**config.mk**
```make
export PLATFORM = sky130hd
export DESIGN_NAME = vdp_timing_ctrl_g4567
export DESIGN_NICKNAME = d
export VERILOG_FILES = /design/src/rtl/vdp_package.sv /design/src/rtl/vdp_g4567_dot_selector.sv /design/src/rtl/vdp_timing_ctrl_g4567.sv
export SDC_FILE = /design/constraint.sdc
export NUM_CORES = 1
export LEC_CHECK = 0
export BUFFER_PORTS_ARGS = -buffer_cell sky130_fd_sc_hd__buf_2
export CAP_MARGIN = 10
export CORE_ASPECT_RATIO = 0.9
export CORE_UTILIZATION = 41
export DETAILED_ROUTE_END_ITERATION = 10
export PLACE_DENSITY_LB_ADDON = 0.12
export SYNTH_ARGS = -nofsm -noshare
export SYNTH_HDL_FRONTEND = slang
export SYNTH_SLANG_ARGS = --single-unit
```
**constraint.sdc**
```tcl
create_clock -name clk -period 1.95 [get_ports clk]
set_input_delay 0.39 -clock clk [delete_from_list [all_inputs] [get_ports clk]]
set_output_delay 0.39 -clock clk [all_outputs]
set_load 0.02 [all_outputs]
```
**src/rtl/vdp_package.sv**
```systemverilog
// Shared constants and mode decoding for the bitmap-mode (Graphic4..7) VDP fetch/display path.
package vdp_package;

    localparam logic [4:0] c_mode_g4 = 5'b01100;
    localparam logic [4:0] c_mode_g5 = 5'b10000;
    localparam logic [4:0] c_mode_g6 = 5'b10100;
    localparam logic [4:0] c_mode_g7 = 5'b11100;

    localparam logic [5:0] c_phase_word0 = 6'd32;
    localparam logic [5:0] c_phase_word1 = 6'd40;
    localparam logic [5:0] c_phase_swap  = 6'd63;

    typedef enum logic [2:0] {
        BMP_NONE = 3'd0,
        BMP_G4   = 3'd1,
        BMP_G5   = 3'd2,
        BMP_G6   = 3'd3,
        BMP_G7   = 3'd4
    } bmp_mode_e;

    function automatic bmp_mode_e decode_mode(input logic [4:0] screen_mode);
        bmp_mode_e m;
        case (screen_mode)
            c_mode_g4: m = BMP_G4;
            c_mode_g5: m = BMP_G5;
            c_mode_g6: m = BMP_G6;
            c_mode_g7: m = BMP_G7;
            default:   m = BMP_NONE;
        endcase
        return m;
    endfunction

endpackage

```
**src/rtl/vdp_g4567_dot_selector.sv**
```systemverilog
// Picks one palette index out of a 64-bit fetched group (bytes ascending, left dot in high bits).
module vdp_g4567_dot_selector
    import vdp_package::*;
(
    input  logic [2:0]  mode_sel,
    input  logic [63:0] group_data,
    input  logic [2:0]  dot_idx,
    input  logic        half_sel,
    output logic [7:0]  color
);
    logic [7:0] group_bytes [8];
    logic [3:0] half_idx;
    logic [2:0] byte_idx;
    logic [7:0] sel_byte;
    logic [1:0] sel_pair;

    genvar gi;
    generate
        for (gi = 0; gi < 8; gi++) begin : g_bytes
            assign group_bytes[gi] = group_data[gi*8 +: 8];
        end
    endgenerate

    // High-resolution modes address half-dots: dot index plus the half-dot phase bit.
    assign half_idx = {dot_idx, half_sel};

    always_comb begin
        byte_idx = dot_idx;
        color    = 8'h00;
        case (mode_sel)
            BMP_G4:  byte_idx = {1'b0, dot_idx[2:1]};
            BMP_G5:  byte_idx = {1'b0, half_idx[3:2]};
            BMP_G6:  byte_idx = half_idx[3:1];
            default: byte_idx = dot_idx;
        endcase
        sel_byte = group_bytes[byte_idx];
        sel_pair = sel_byte[{~half_idx[1:0], 1'b0} +: 2];
        case (mode_sel)
            BMP_G4:  color = {4'h0, dot_idx[0] ? sel_byte[3:0] : sel_byte[7:4]};
            BMP_G5:  color = {6'h00, sel_pair};
            BMP_G6:  color = {4'h0, half_idx[0] ? sel_byte[3:0] : sel_byte[7:4]};
            BMP_G7:  color = sel_byte;
            default: color = 8'h00;
        endcase
    end

endmodule

```
**src/rtl/vdp_timing_ctrl_g4567.sv**
```systemverilog
// Graphic4..7 VRAM fetch slot generator and per-clock dot serializer.
// Define VDP_G4567_HSCROLL_EN to enable fine horizontal scroll (adds the previous-group register).
module vdp_timing_ctrl_g4567
    import vdp_package::*;
(
    input  logic        clk,
    input  logic        reset_n,
    input  logic [12:0] screen_pos_x,
    input  logic [8:0]  pixel_pos_x,
    input  logic [7:0]  pixel_pos_y,
    input  logic        screen_v_active,
    output logic [16:0] vram_address,
    output logic        vram_valid,
    input  logic [31:0] vram_rdata,
    output logic [7:0]  display_color,
    input  logic [2:0]  horizontal_offset_l,
    input  logic [4:0]  reg_screen_mode,
    input  logic        reg_display_on,
    input  logic [6:0]  reg_pattern_name_table_base,
    input  logic [7:0]  reg_backdrop_color
);
    bmp_mode_e   mode;
    logic [2:0]  mode_bits;
    logic        supported;
    logic        two_word;
    logic        slot_hit;
    logic [5:0]  phase;
    logic [5:0]  group_idx;
    logic [2:0]  scroll;
    logic [3:0]  elem;
    logic [63:0] group_sel;
    logic [7:0]  dot_color;
    logic        unused_bits;

    logic        vram_valid_q, vram_valid_d;
    logic [16:0] vram_address_q, vram_address_d;
    logic [7:0]  display_color_q, display_color_d;
    logic [63:0] pend_q, pend_d;
    logic [63:0] cur_q, cur_d;
`ifdef VDP_G4567_HSCROLL_EN
    logic [63:0] prev_q, prev_d;
`endif

    assign mode      = decode_mode(reg_screen_mode);
    assign mode_bits = mode;
    assign supported = (mode != BMP_NONE);
    assign two_word  = (mode == BMP_G6) || (mode == BMP_G7);
    assign phase     = screen_pos_x[5:0];
    assign group_idx = pixel_pos_x[8:3] + 6'd1;
    assign slot_hit  = (phase[2:0] == 3'd0) &&
                       ((phase[5:3] == 3'd0) || (two_word && (phase[5:3] == 3'd1)));

`ifdef VDP_G4567_HSCROLL_EN
    assign scroll      = horizontal_offset_l;
    assign unused_bits = ^{screen_pos_x[12:6], group_idx[5], reg_pattern_name_table_base[4:0]};
`else
    assign scroll      = 3'd0;
    assign unused_bits = ^{screen_pos_x[12:6], group_idx[5], reg_pattern_name_table_base[4:0],
                           horizontal_offset_l, elem[3]};
`endif

    // Element 0..7 lives in the previous group, 8..15 in the current one.
    assign elem = 4'd8 + {1'b0, pixel_pos_x[2:0]} - {1'b0, scroll};

`ifdef VDP_G4567_HSCROLL_EN
    assign group_sel = elem[3] ? cur_q : prev_q;
`else
    assign group_sel = cur_q;
`endif

    vdp_g4567_dot_selector u_dot_selector (
        .mode_sel   (mode_bits),
        .group_data (group_sel),
        .dot_idx    (elem[2:0]),
        .half_sel   (screen_pos_x[2]),
        .color      (dot_color)
    );

    always_comb begin
        vram_valid_d   = 1'b0;
        vram_address_d = vram_address_q;
        if (screen_v_active && supported && slot_hit) begin
            vram_valid_d = 1'b1;
            if (two_word)
                vram_address_d = {reg_pattern_name_table_base[6], pixel_pos_y,
                                  group_idx[4:0], phase[3], 2'b00};
            else
                vram_address_d = {reg_pattern_name_table_base[6:5], pixel_pos_y,
                                  group_idx[4:0], 2'b00};
        end
    end

    // Returned words land in a pending buffer and only become visible at the block boundary.
    always_comb begin
        pend_d = pend_q;
        cur_d  = cur_q;
`ifdef VDP_G4567_HSCROLL_EN
        prev_d = prev_q;
`endif
        if (phase == c_phase_word0) pend_d[31:0]  = vram_rdata;
        if (phase == c_phase_word1) pend_d[63:32] = vram_rdata;
        if (phase == c_phase_swap) begin
            cur_d = pend_q;
`ifdef VDP_G4567_HSCROLL_EN
            prev_d = cur_q;
`endif
        end
    end

    always_comb begin
        display_color_d = reg_backdrop_color;
        if (screen_v_active && reg_display_on && !pixel_pos_x[8] && supported)
            display_color_d = dot_color;
    end

    always_ff @(posedge clk or negedge reset_n) begin
        if (!reset_n) begin
            vram_valid_q    <= 1'b0;
            vram_address_q  <= '0;
            display_color_q <= '0;
            pend_q          <= '0;
            cur_q           <= '0;
`ifdef VDP_G4567_HSCROLL_EN
            prev_q          <= '0;
`endif
        end else begin
            vram_valid_q    <= vram_valid_d;
            vram_address_q  <= vram_address_d;
            display_color_q <= display_color_d;
            pend_q          <= pend_d;
            cur_q           <= cur_d;
`ifdef VDP_G4567_HSCROLL_EN
            prev_q          <= prev_d;
`endif
        end
    end

    assign vram_valid    = vram_valid_q;
    assign vram_address  = vram_address_q;
    assign display_color = display_color_q;

endmodule

```
# Word level (Yosys, flattened, before mapping)

Index checks and enable logic that the tools add are counted.

Flip-flop bits (word level): 154
Input port bits: 89
Logic and storage cells: 49

Add/subtract/negate cells: 2
$lt $le $gt $ge: 1
Equal/unequal tests: 12
Shift-type cells: 1
Mux-type cells: 11
Bitwise logic cells: 2
Reductions and logical operators: 14

Operators with widths:

| cell                                                                   | number |
|---|---|
| 8-bit one-hot mux with 4 select lines                                  | 1 |
| 8-bit binary-select mux with 3-bit select                              | 1 |
| 8-bit 2-to-1 mux                                                       | 3 |
| 6-bit equality test (second input constant)                            | 3 |
| 16-bit 2-to-1 mux                                                      | 1 |
| 5-bit equality test (second input constant)                            | 3 |
| 3-bit one-hot mux with 4 select lines                                  | 1 |
| 4-bit 2-to-1 mux                                                       | 2 |
| 8-bit by 4-bit indexed part select with 2-bit output                   | 1 |
| 1-bit logical AND                                                      | 7 |
| 3-bit by 1-bit equality test with 1-bit output (second input constant) | 2 |
| 3-bit by 2-bit equality test with 1-bit output (second input constant) | 2 |
| 3-bit zero test                                                        | 2 |
| 5-bit by 1-bit adder with 5-bit output (second input constant)         | 1 |
| 5-bit by 4-bit equality test with 1-bit output (second input constant) | 1 |
| 4-bit greater-or-equal comparator (second input constant)              | 1 |
| 3-bit inverter with 4-bit output                                       | 1 |
| 1-bit by 3-bit adder with 3-bit output (first input constant)          | 1 |
| 3-bit equality test (second input constant)                            | 1 |
| 3-bit 2-to-1 mux                                                       | 1 |
| 3-bit nonzero test                                                     | 1 |
| 1-bit logical OR                                                       | 2 |
| 2-bit inverter                                                         | 1 |
| 2-bit OR reduction                                                     | 1 |
| 2 further kinds                                                        | 2 |

# Longest topological paths before layout

Gate-level depths: netlist of the first run.

Depth in word-level cells: 12
Depth in mapped cells: 12
Mapped depth without buffers: 8

# Modules after synthesis

From an unflattened synthesis of the first run, not the netlist that was laid out.

Cells, all modules: 515
Area total of the unflattened synthesis: 7,335.8 µm²

By module, submodules not included:

| module                 | times used | cells an instance | area each (µm²) |
|---|---|---|---|
| vdp_timing_ctrl_g4567  | 1          | 368               | 6,083.3 |
| vdp_g4567_dot_selector | 1          | 147               | 1,252.5 |

# Worst setup path after synthesis of the first run

Ideal clock, no wire load.

Path type: input -> register
Start point: input port reg_screen_mode[2]
End point: register display_color_q[0], in the netlist display_color[0]
Setup time: 126 ps
Data arrival time: 2,331 ps
Data required time: 1,824 ps
Setup slack: -507 ps
Stages on the path: 11
Path buffers: 3
Path through: buf_2 -> and3b_1 -> o31ai_2 -> a211oi_1 -> buf_4 -> buf_2 -> mux2i_1 -> mux2i_1 -> mux2i_1 -> o21ai_0 -> o32a_1

Word-level cells in the longest chain between the ends: 12
Elaborated cells between the ends (all ways): 22
Classes of those cells: eq/ne (8); shift (1); mux (9); bitwise (1); reduce/logical (3)

RTL lines:

| what                                                                                                                    | RTL line                                                   | source |
|---|---|---|
| from (decl)                                                                                                             | vdp_timing_ctrl_g4567.sv:17                                | `input logic [4:0] reg_screen_mode,` |
| 5-bit equality test / 5-bit by 4-bit equality test with 1-bit output (equally long branches)                            | vdp_package.sv:23                                          | `case (screen_mode)` |
| 3-bit one-hot mux with 4 select lines *                                                                                 | vdp_package.sv:23                                          |  |
| 3-bit by 1-bit equality test with 1-bit output / 3-bit by 2-bit equality test with 1-bit output (equally long branches) | vdp_g4567_dot_selector.sv:30, vdp_g4567_dot_selector.sv:38 |  |
| 2-bit OR reduction (no line)                                                                                            | --                                                         |  |
| 3-bit 2-to-1 mux                                                                                                        | vdp_g4567_dot_selector.sv:30                               | `case (mode_sel)` |
| 3-bit inverter with 4-bit output (implied by the code)                                                                  | vdp_g4567_dot_selector.sv:36                               | `sel_byte = group_bytes[byte_idx];` |
| 8-bit binary-select mux with 3-bit select                                                                               | vdp_g4567_dot_selector.sv:36                               |  |
| 8-bit 2-to-1 mux (implied by the code) (2 in series)                                                                    | vdp_g4567_dot_selector.sv:36                               |  |
| 8-bit by 4-bit indexed part select with 2-bit output, or another cell as far along                                      | vdp_g4567_dot_selector.sv:37                               | `sel_pair = sel_byte[{~half_idx[1:0], 1'b0} +: 2];` |
| 8-bit one-hot mux with 4 select lines                                                                                   | vdp_g4567_dot_selector.sv:38                               | `case (mode_sel)` |
| 8-bit 2-to-1 mux *                                                                                                      | vdp_timing_ctrl_g4567.sv:112                               | `if (screen_v_active && reg_display_on && !pixel_pos_x[8] && supported)` |
| named net display_color_d[0]                                                                                            | vdp_timing_ctrl_g4567.sv:37                                | `logic [7:0] display_color_q, display_color_d;` |
| to (signal assigned)                                                                                                    | vdp_timing_ctrl_g4567.sv:129                               | `display_color_q <= display_color_d;` |
| to (decl)                                                                                                               | vdp_timing_ctrl_g4567.sv:37                                |  |

The timed path passes the listed nets; every way through them passes the cells marked *. The select of a mux whose other input is x is not followed.
A chain may end at the register's enable or synchronous reset.

# Worst setup path in the final report of the first run

Start point: input port reg_screen_mode[4]
End point: register display_color_q[1], in the netlist display_color[1]

Same word-level chain as after synthesis.

==> results of run 1 <==
sequential cells by signal, summed over array words and instances, names as in the netlist:
name,cells
cur_q,64
display_color,8
pend_q,64
vram_address,15
vram_valid,1
kinds of logic (layout without fill, tap and decap cells):
group                      Yosys count  after routing  share of synthesized area [%]
xor gates and xnor gates             3              3                          0.384
adders and majority gates            1              1                          0.183
other                                1              2                         0.0548
DFF                                152            152                           55.5
muxes                              161            161                           25.8
buffers and inverters               48            220                           3.18
and+or+nand+nor                    101            101                           7.03
AOI/OAI and AO/OA                   74             74                           7.86
through the flow:
stage                     setup slack [ps]  hold slack (ps)  total power, W  util, %  TNS [ps]
final                                 -185              167         0.00838     56.8      -465
after CTS                             -171              147         0.00840     55.3      -467
after floorplan                       -355             94.4         0.00459        -     -1660
after global placement                -851              293         0.00508     49.7    -10560
after global routing                  -266              171         0.00877     56.8      -922
after detailed placement              -853              292         0.00513     49.7    -12190
synthesized netlist by cell type, types with 3 or more instances:
library cell | number | area, um^2
a2111oi_0 | 7 | 61.3
o22ai_1 | 5 | 31.3
nand2_1 | 40 | 150
or4_1 | 3 | 22.5
buf_4 | 4 | 30.0
buf_2 | 6 | 30.0
nand3_1 | 12 | 60.1
o21ai_0 | 21 | 105
clkbuf_1 | 17 | 63.8
buf_1 | 5 | 18.8
mux2_2 | 120 | 1350
a32oi_1 | 4 | 35.0
and3_1 | 4 | 25.0
a21oi_1 | 8 | 40.0
nor4_1 | 4 | 25.0
nor3_1 | 3 | 15.0
a211oi_1 | 5 | 37.5
mux2i_1 | 39 | 390
inv_1 | 14 | 52.6
dfrtp_1 | 152 | 3800
nor2_1 | 20 | 75.1
a2111oi_2 | 3 | 45.0
final timing paths:
kind | start | to | cells after the start | slack, ps
setup / recovery | reg_screen_mode[4] | display_color[1] | 12 | -190
hold / removal | reg_pattern_name_table_base[6] | vram_address[16] | 3 | 170
setup reg to reg | cur_q[27] | display_color[3] | 6 | 250
hold reg to reg | vram_address[16] | vram_address[16] | 2 | 480
max in group asynchronous | reset_n | pend_q[36] | 3 | 950
min in group asynchronous | reset_n | vram_address[7] | 2 | 420
layer usage:
metal | GRT usage [%] | vias to the layer above | routed length, um
li1 | - | 2286 | -
met1 | 26.6 | 2469 | 7500
met2 | 33.3 | 119 | 8020
met3 | 4.11 | 14 | 865
met4 | 7.40 | 0 | 189
met5 | 0 | - | 0
power by group:
| group | internal [W] | leakage, nW | switching [W] |
|---|---|---|---|
| clock network | 0.00181 | 0.268 | 0.00128 |
| logic | 0.000783 | 2.10 | 0.000617 |
| registers | 0.00362 | 1.99 | 0.000266 |
placed cells by master (no fill, tap or decap), types with 3 or more instances in the layout:
master and instances:
clkinvlp_4 3, clkbuf_16 17, a2111oi_2 3, a32oi_1 3, a21oi_2 3, a21oi_1 5, buf_2 89, nor2_4 3
buf_4 55, dfrtp_1 152, nand2_1 40, nand3_1 10, mux2i_1 33, buf_6 15, nor2_1 14, a2111oi_4 7
mux2_2 120, o22ai_1 4, clkinv_2 4, mux2i_2 3, mux2i_4 3, inv_1 14, buf_12 12, o21ai_0 19
nor2_2 4, and3_1 3, nor3_1 3, a211oi_2 4
worst max-delay path: cells and delay by family:
family | cells | cell delay (ps)
AOI/OAI and AO/OA | 3 | 700
buffers and inverters | 4 | 580
muxes | 3 | 410
and+or+nand+nor | 2 | 340
timing repair:
item,4_1_cts,5_1_grt
gates cloned,1,0
setup endpoints to repair,7,8
hold buffers,1,0
pin swaps,14,25
setup buffers,8,13
endpoints found under the hold margin,24,0
resized for setup,54,34
layout make-up:
cell class	instances	area (um^2)
clock buffers	20	457
clock inverters	11	98.8
fillers	1376	7010
inverters	14	52.6
multi-input cells	342	3230
flip-flops and latches	152	3800
well taps	207	259
repair buffers	175	1340
==> results.json, run 1 <==
{
  "status": "complete, but fails checks",
  "violations": "DRC, setup timing",
  "worstPathCellList": "buf_8 > nor3b_4 > and3_4 > a211oi_4 > buf_12 > buf_12 > mux2i_1 > mux2i_1 > mux2i_1 > buf_4 > o21ai_2 > o32a_1",
  "cts-buffers-inserted": 17,
  "criticalPathCategory": "input port to flip-flop",
  "gr-total-overflow": 0,
  "maxSlewViolCount": 0,
  "grt_max_degree": 71,
  "totalWireLength_um": 16600,
  "synthesis.area_um2": 6850,
  "cts_tree": "built",
  "post_drt_wl_per_cell_um": 18.0,
  "syn_area_per_cell_um2": 12.7,
  "start_kind": "input port",
  "layoutNonFillerInstCount": 921,
  "grtUsageTotal_pct": 20.3,
  "postSynthCellCount": 541,
  "io_pins": 115,
  "cp_slowest_stage_delay_ps": 330,
  "antenna_found_initial": 0,
  "setup_ws_ps": -185,
  "fp-row-count": 44,
  "slowest_stage": "a211oi_4",
  "ant_nets": 0,
  "drv_cap": 0,
  "gp_congestion": 0.860,
  "cp_data_arrival_time_ps": 2440,
  "post-route-drc-count": 28,
  "clk_transition_reported_paths_ps": 60,
  "worstPathRequired_ps": 2250,
  "dpl.cell_count": 868,
  "first_pass_iters": 8,
  "synth-seq-cells": 152,
  "skew_ps": 10.1,
  "vias_per_cell": 5.31,
  "cp-end-kind": "flip-flop",
  "hold_class": "input port to flip-flop",
  "setup_viol": 5,
  "placed_area_um2": 8080,
  "cts_root_buf": "clkbuf_16",
  "synth_edf_count": 0,
  "clockBufferDepth": 2,
  "synth_warnings": 0,
  "n_antenna_cell": 0,
  "period_minus_slack_ps": 2140,
  "die-area_um2": 17200,
  "clkLatencyLatePin_ps": 420,
  "crit_top_cell": "mux2i_1",
  "cts.sinks": 152,
  "area_delta_synth_final_pct": 34.8,
  "num_vias": 4888,
  "dpl.hpwl_um": 11700,
  "synth.distinct_cells": 55,
  "fp.dieH_um": 125,
  "port_buffers": 97,
  "max_freq_mhz": 468,
  "synth-async-reset-ratio_pct": 100,
  "core_um2": 16200,
  "powerDensity_nw_per_um2": 907,
  "cp_max_fo": 6,
  "p_leak_nw": 4.36,
  "cts.htree.levels": 4,
  "ys_seq_area_share_pct": 55.5,
  "fin_area_um2": 9230,
  "synthFlopType": "dfrtp_1",
  "drt_iter0_markers": 289,
  "dieWidth_um": 138,
  "grt_pass1_wl_um": 26700,
  "vdd_drop_max_uv": 642,
  "rsz0062_at_grt": "true",
  "nets": 792,
  "start_util_pct": 42.2,
  "grt_pass1_vias": 5037,
  "layout-drive-gt1-share_pct": 53.9,
  "post-route-period-util_pct": 109,
  "hold_viol": 0
}
Note: power is estimated with default switching activity, not from simulation.
==> run 2: changes to the inputs <==
CAP_MARGIN = not set   (was 10)
SYNTH_HIERARCHICAL = 1   (was not set)
==> run 2 against run 1 <==
The flow finishes with violations (setup timing). Worst setup slack better by 130 ps. Maximum frequency up 6.4%. Largest cell class unchanged. Non-clock buffer count is 2 lower. Critical endpoint unchanged. Power increased by 2.7%. Utilization is 2.2 points lower. Area after synthesis rose by 7.1%. Count of clock-buffer cells in the layout down 3. Hold slack improved by 32 ps.
==> results.json, run 2 <==
{
  "layout_common_cells": "dfrtp_1 (152), mux2_2 (136), buf_2 (93)",
  "post-route-period-util_pct": 103,
  "top_layer": "met4",
  "synthFlopType": "dfrtp_1",
  "ant_nets": 0,
  "grt_max_degree": 56,
  "synth_adder_area_share_pct": 0.171,
  "ys_seq_area_share_pct": 51.9,
  "vdd_drop_max_uv": 657,
  "hold_class": "input port to flip-flop",
  "synth.distinct_cells": 56,
  "post-route-drc-count": 0,
  "cts-buffers-inserted": 17,
  "status": "complete, but fails checks",
  "start_kind": "input port",
  "hold_viol": 0,
  "area_delta_synth_final_pct": 30.7,
  "start_util_pct": 41.8,
  "cts_tree": "built",
  "worstPathRequired_ps": 2260,
  "clockBufferDepth": 2,
  "clkLatencyLatePin_ps": 420,
  "max_freq_mhz": 499,
  "synthesis.area_um2": 7340,
  "clk_transition_reported_paths_ps": 60,
  "synth_edf_count": 0,
  "drt_iter0_markers": 189,
  "synth_warnings": 6,
  "synth_compound_area_share_pct": 5.24,
  "utilization_pct": 54.6,
  "postSynthCellCount": 515,
  "layout-drive-gt1-share_pct": 62.4,
  "grt_pass1_wl_um": 27900,
  "criticalPathCategory": "input port to flip-flop",
  "cts.sinks": 152,
  "antenna_found_initial": 0,
  "synth_top_area_share_pct": 51.9,
  "seqCellArea_um2": 3800,
  "rsz0062_at_grt": "true",
  "num_vias": 4668,
  "p_leak_nw": 4.57,
  "fp-row-count": 46,
  "setup_viol": 2,
  "setup-tns-final_ps": -106,
  "layout_commonest_cell": "dfrtp_1",
  "period_minus_slack_ps": 2010,
  "cp_max_fo": 5,
  "syn_area_per_cell_um2": 14.2,
  "fillCellCount": 1493,
  "fp.dieH_um": 129,
  "route.met2.wl_um": 8690,
  "wl_met1_um": 8100,
  "die-area_um2": 18400,
  "multiInputGateArea_um2": 3500,
  "synth_largest_area_cell": "dfrtp_1",
  "violations": "setup timing",
  "synth_simple_gate_area_share_pct": 4.79,
  "cp-end-kind": "flip-flop",
  "n_antenna_cell": 0,
  "cts.htree.levels": 4,
  "core_um2": 17600,
  "yosys.area_share.xor_xnor_pct": 0.853,
  "wl_met3_um": 550,
  "gp_congestion": 0.818,
  "powerDensity_nw_per_um2": 897,
  "port_buffers": 97,
  "maxSlewViolCount": 0,
  "io_pins": 115,
  "gr-total-overflow": 0,
  "fin_hold_ws_ps": 198,
  "totalPowerFinal_w": 0.00860,
  "vias_per_cell": 5.04,
  "cts_root_buf": "clkbuf_16",
  "post_drt_wl_per_cell_um": 18.8,
  "skew_ps": 7.36,
  "drv_cap": 0,
  "synth-seq-cells": 152,
  "synth_top_family_by_area": "multiplexers",
  "cp_data_arrival_time_ps": 2310,
  "dpl.hpwl_um": 12700,
  "synth_most_common_cell": "dfrtp_1",
  "synth_commonest_cells": "dfrtp_1 (152), mux2_2 (140), mux2_4 (30)",
  "dieWidth_um": 143,
  "synth.area.top_cells": "dfrtp_1 (52%), mux2_2 (21%), mux2_4 (6.1%), mux2i_1 (2.3%), mux4_2 (1.8%)",
  "totalWireLength_um": 17400,
  "grt_pass1_vias": 4978,
  "setup_ws_ps": -55.9,
  "nets": 764,
  "first_pass_iters": 6,
  "synth.mux.area_fraction_pct": 32.5,
  "synth-async-reset-ratio_pct": 100,
  "grtUsageTotal_pct": 20.5
}
==> run 2: cell types whose count changed after synthesis, sizes merged, moves of 7 or more <==
cell / previous run / this run
a2111oi: 10 / 0
nand2: 40 / 9
mux2: 122 / 170
mux2i: 39 / 17
o21ai: 22 / 12
nor2: 21 / 14
mux4: 0 / 8
==> run 2: metal layers <==
metal / global-route usage [%] / vias to the layer above
li1: - / 2222
met1: 27.4 / 2368
met2: 33.6 / 74
met3: 5.02 / 4
met4: 4.93 / 0
met5: 0 / -
==> run 2: where the power goes <==
group | switching, W | internal (W)
clock | 0.00145 | 0.00194
sequential | 0.000292 | 0.00360
combinational | 0.000524 | 0.000796
==> run 2: cells by family after synthesis <==
kind of cell               after synthesis
muxes                                  195
DFF                                    152
and+or+nand+nor                         63
AOI/OAI and AO/OA                       55
buffers and inverters                   43
xor gates and xnor gates                 5
adders and majority gates                1
other                                    1
==> run 2: per-stage QoR <==
step	worst slack [ps]	instance area, um^2	instances
global placement	-662	8580	886
finish	-55.9	9590	927
floorplan	-279	7370	516
detailed placement	-685	8580	886
global route	-133	9590	927
CTS	-46.8	9510	925
==> run 2: critical path: stages <==
cell and delay [ps]:
buf_2 110, xor2_1 150, and3_4 170, xnor2_4 260, or2_4 240, buf_12 130, buf_6 100, a31oi_2 70
o211ai_1 130, buf_4 170, o221ai_2 100, mux2_4 280
==> run 2: final cells by class <==
type	count	area share (%)
inverter	9	0.392
clock buffer	17	4.44
timing repair buffer	173	13.9
multi-input combinational	321	36.5
sequential	152	39.7
clock inverter	15	1.96
tap	240	3.13
==> run 2: repair_timing <==
| action | CTS | global route |
|---|---|---|
| setup buffers | 5 | 2 |
| hold endpoints to repair | 45 | 0 |
| setup endpoints to repair | 7 | 8 |
| gates resized for setup | 52 | 14 |
| gates cloned | 2 | 0 |
| pin swaps | 17 | 5 |
| hold buffers | 1 | 0 |
==> run 2: path summary, 6_finish.rpt <==
check	startpoint	end	slack, ps	depth (start not counted)
worst min-delay path	reg_backdrop_color[5]	display_color[5]	200	2
max in group asynchronous	reset_n	cur_q[8]	810	3
min in group asynchronous	reset_n	pend_q[49]	470	2
worst max-delay path	reg_screen_mode[3]	display_color[1]	-60	12
worst max register to register	cur_q[53]	display_color[1]	-50	6
worst min register to register	vram_address[6]	vram_address[6]	500	1
==> run 3: changes to the inputs <==
PLACE_DENSITY_LB_ADDON = 0.05   (was 0.12)
==> run 3 against run 2 <==
The flow still finishes with violations (setup timing). Wire length fell by 1.3%. Sequential share of layout area rose by 0.61 points. Non-clock buffer count fell by 2. Die area did not move. Clock skew rose by 0.88 ps. First-iteration DRC count fell by 15%. Clock power rose by 1%. Critical endpoint is now display_color[0]. Largest cell class unchanged.
==> results.json, run 3 (synthesized netlist as in run 2, its figures left out) <==
{
  "setup_viol": 4,
  "antenna_found_initial": 0,
  "maxSlewViolCount": 0,
  "reg2reg_from": "cur_q[59]",
  "cts.sinks": 152,
  "layout_commonest_cell": "dfrtp_1",
  "reg2regPathDepth": 6,
  "cp_data_arrival_time_ps": 2430,
  "post-route-period-util_pct": 109,
  "hold_viol": 0,
  "grtUsageTotal_pct": 20.1,
  "violations": "setup timing",
  "fp.dieH_um": 129,
  "nets": 762,
  "timing.rr.end": "display_color[1]",
  "worstPathRequired_ps": 2260,
  "status": "complete, but fails checks",
  "slowest_stage": "o41ai_2",
  "cp-end-kind": "flip-flop",
  "utilization_pct": 53.8,
  "max_freq_mhz": 470,
  "layout-drive-gt1-share_pct": 60.4,
  "n_antenna_cell": 0,
  "start_util_pct": 41.8,
  "gr-total-overflow": 0,
  "post-route-drc-count": 0,
  "dpl.hpwl_um": 13000,
  "cts-buffers-inserted": 17,
  "skew_ps": 8.24,
  "dp_slack_ps": -683,
  "num_vias": 4720,
  "worstPathCellList": "buf_6 > xor2_1 > and3_4 > xnor2_4 > or2_4 > o211a_1 > o41ai_2 > o221ai_1 > mux2_4",
  "vdd_drop_max_uv": 566,
  "seqCellArea_um2": 3800,
  "dieWidth_um": 143,
  "totalWireLength_um": 17200,
  "cts.htree.levels": 4,
  "min_path_cells": 2,
  "die-area_um2": 18400,
  "fin_area_um2": 9440,
  "drv_cap": 0,
  "clkLatencyLatePin_ps": 420,
  "grt_max_degree": 47,
  "criticalPathCategory": "input port to flip-flop",
  "fp-row-count": 46,
  "start_kind": "input port",
  "port_buffers": 97,
  "min_to": "vram_address[16]",
  "multiInputGateArea_um2": 3390,
  "min_from": "reg_pattern_name_table_base[6]",
  "io_pins": 115,
  "p_leak_nw": 4.55,
  "totalPowerFinal_w": 0.00863,
  "post_drt_wl_per_cell_um": 18.6,
  "drt_iter0_markers": 160,
  "grt_pass1_wl_um": 27400,
  "area_delta_synth_final_pct": 28.7,
  "layout_common_cells": "dfrtp_1 (152), mux2_2 (139), buf_2 (92)",
  "first_pass_iters": 4,
  "gp_congestion": 0.835,
  "cp_max_fo": 7,
  "clk_transition_reported_paths_ps": 70,
  "placed_area_um2": 8600,
  "clockBufferDepth": 2,
  "reg2reg_slack_ps": -110,
  "vias_per_cell": 5.11,
  "period_minus_slack_ps": 2130,
  "grt_pass1_vias": 4872,
  "cts_root_buf": "clkbuf_16",
  "fillCellCount": 1513,
  "hold_class": "input port to flip-flop",
  "ant_nets": 0,
  "powerDensity_nw_per_um2": 914,
  "cts_tree": "built",
  "cp_slowest_stage_delay_ps": 360,
  "rsz0062_at_grt": "true",
  "setup_ws_ps": -178,
  "core_um2": 17600
}
run 3: cell types whose count changed in the layout (fill, tap and decap cells not counted), moves of 2 or more:
cell / delta
o221ai_1: +2
buf_6: -2
o311ai_4: -2
mux2_2: +3
or3b_1: +2
o21ai_0: -2
buf_4: +2
o311ai_1: +2
mux2_4: -3
clkinvlp_4: -4
inv_1: +2
or3b_4: -2
clkinv_4: +2
run 3: per-layer routing:
metal | GRT usage [%] | share of wire [%] | vias up
met5 | 0 | 0 | -
met2 | 31.2 | 47 | 69
li1 | - | - | 2213
met3 | 4.76 | 3.2 | 18
met1 | 27.4 | 48 | 2420
met4 | 7.15 | 1.7 | 0
run 3: what timing repair did:
| action | CTS | global route |
|---|---|---|
| endpoints found under the setup margin | 8 | 8 |
| setup buffers | 3 | 5 |
| endpoints found under the hold margin | 42 | 0 |
| pin swaps | 12 | 12 |
| resized for setup | 22 | 17 |
| hold buffers | 1 | 0 |
run 3: report_power, final:
part | switching, W | internal, W | total (W)
Clock | 0.00139 | 0.00205 | 0.00344
Combinational | 0.000518 | 0.000781 | 0.00130
Sequential | 0.000283 | 0.00360 | 0.00389
run 3: area by class of cell:
cell class | instances | area share [%]
Sequential cell | 152 | 40.3
Multi-Input combinational cell | 321 | 35.9
Timing Repair Buffer | 171 | 13.7
Clock buffer | 17 | 4.51
Tap cell | 240 | 3.18
Clock inverter | 14 | 2.04
Inverter | 9 | 0.358
run 3: worst max path at each step:
stage | startpoint | to | depth (start not counted)
detailed placement | reg_screen_mode[1] | display_color[0] | 9
global placement | reg_screen_mode[3] | display_color[0] | 11
global route | reg_screen_mode[4] | display_color[0] | 9
CTS | reg_screen_mode[0] | display_color[0] | 10
finish | reg_screen_mode[4] | display_color[0] | 9
floorplan | reg_screen_mode[3] | display_color[0] | 9
run 3: critical path: cells and delay by family:
family	cells	cell delay, ps
buffers and inverters	1	100
and+or+nand+nor	2	500
muxes	1	290
AOI/OAI and AO/OA	3	810
xor gates and xnor gates	2	340
run 3: through the flow:
step           instances  setup TNS [ps]  hold WS, ps
2_1_floorplan        516           -2150         94.4
3_3_place_gp         885          -14370          359
3_5_place_dp         885          -14810          363
4_1_cts              919            -330          182
5_1_grt              924            -667          182
6_report             924            -404          197
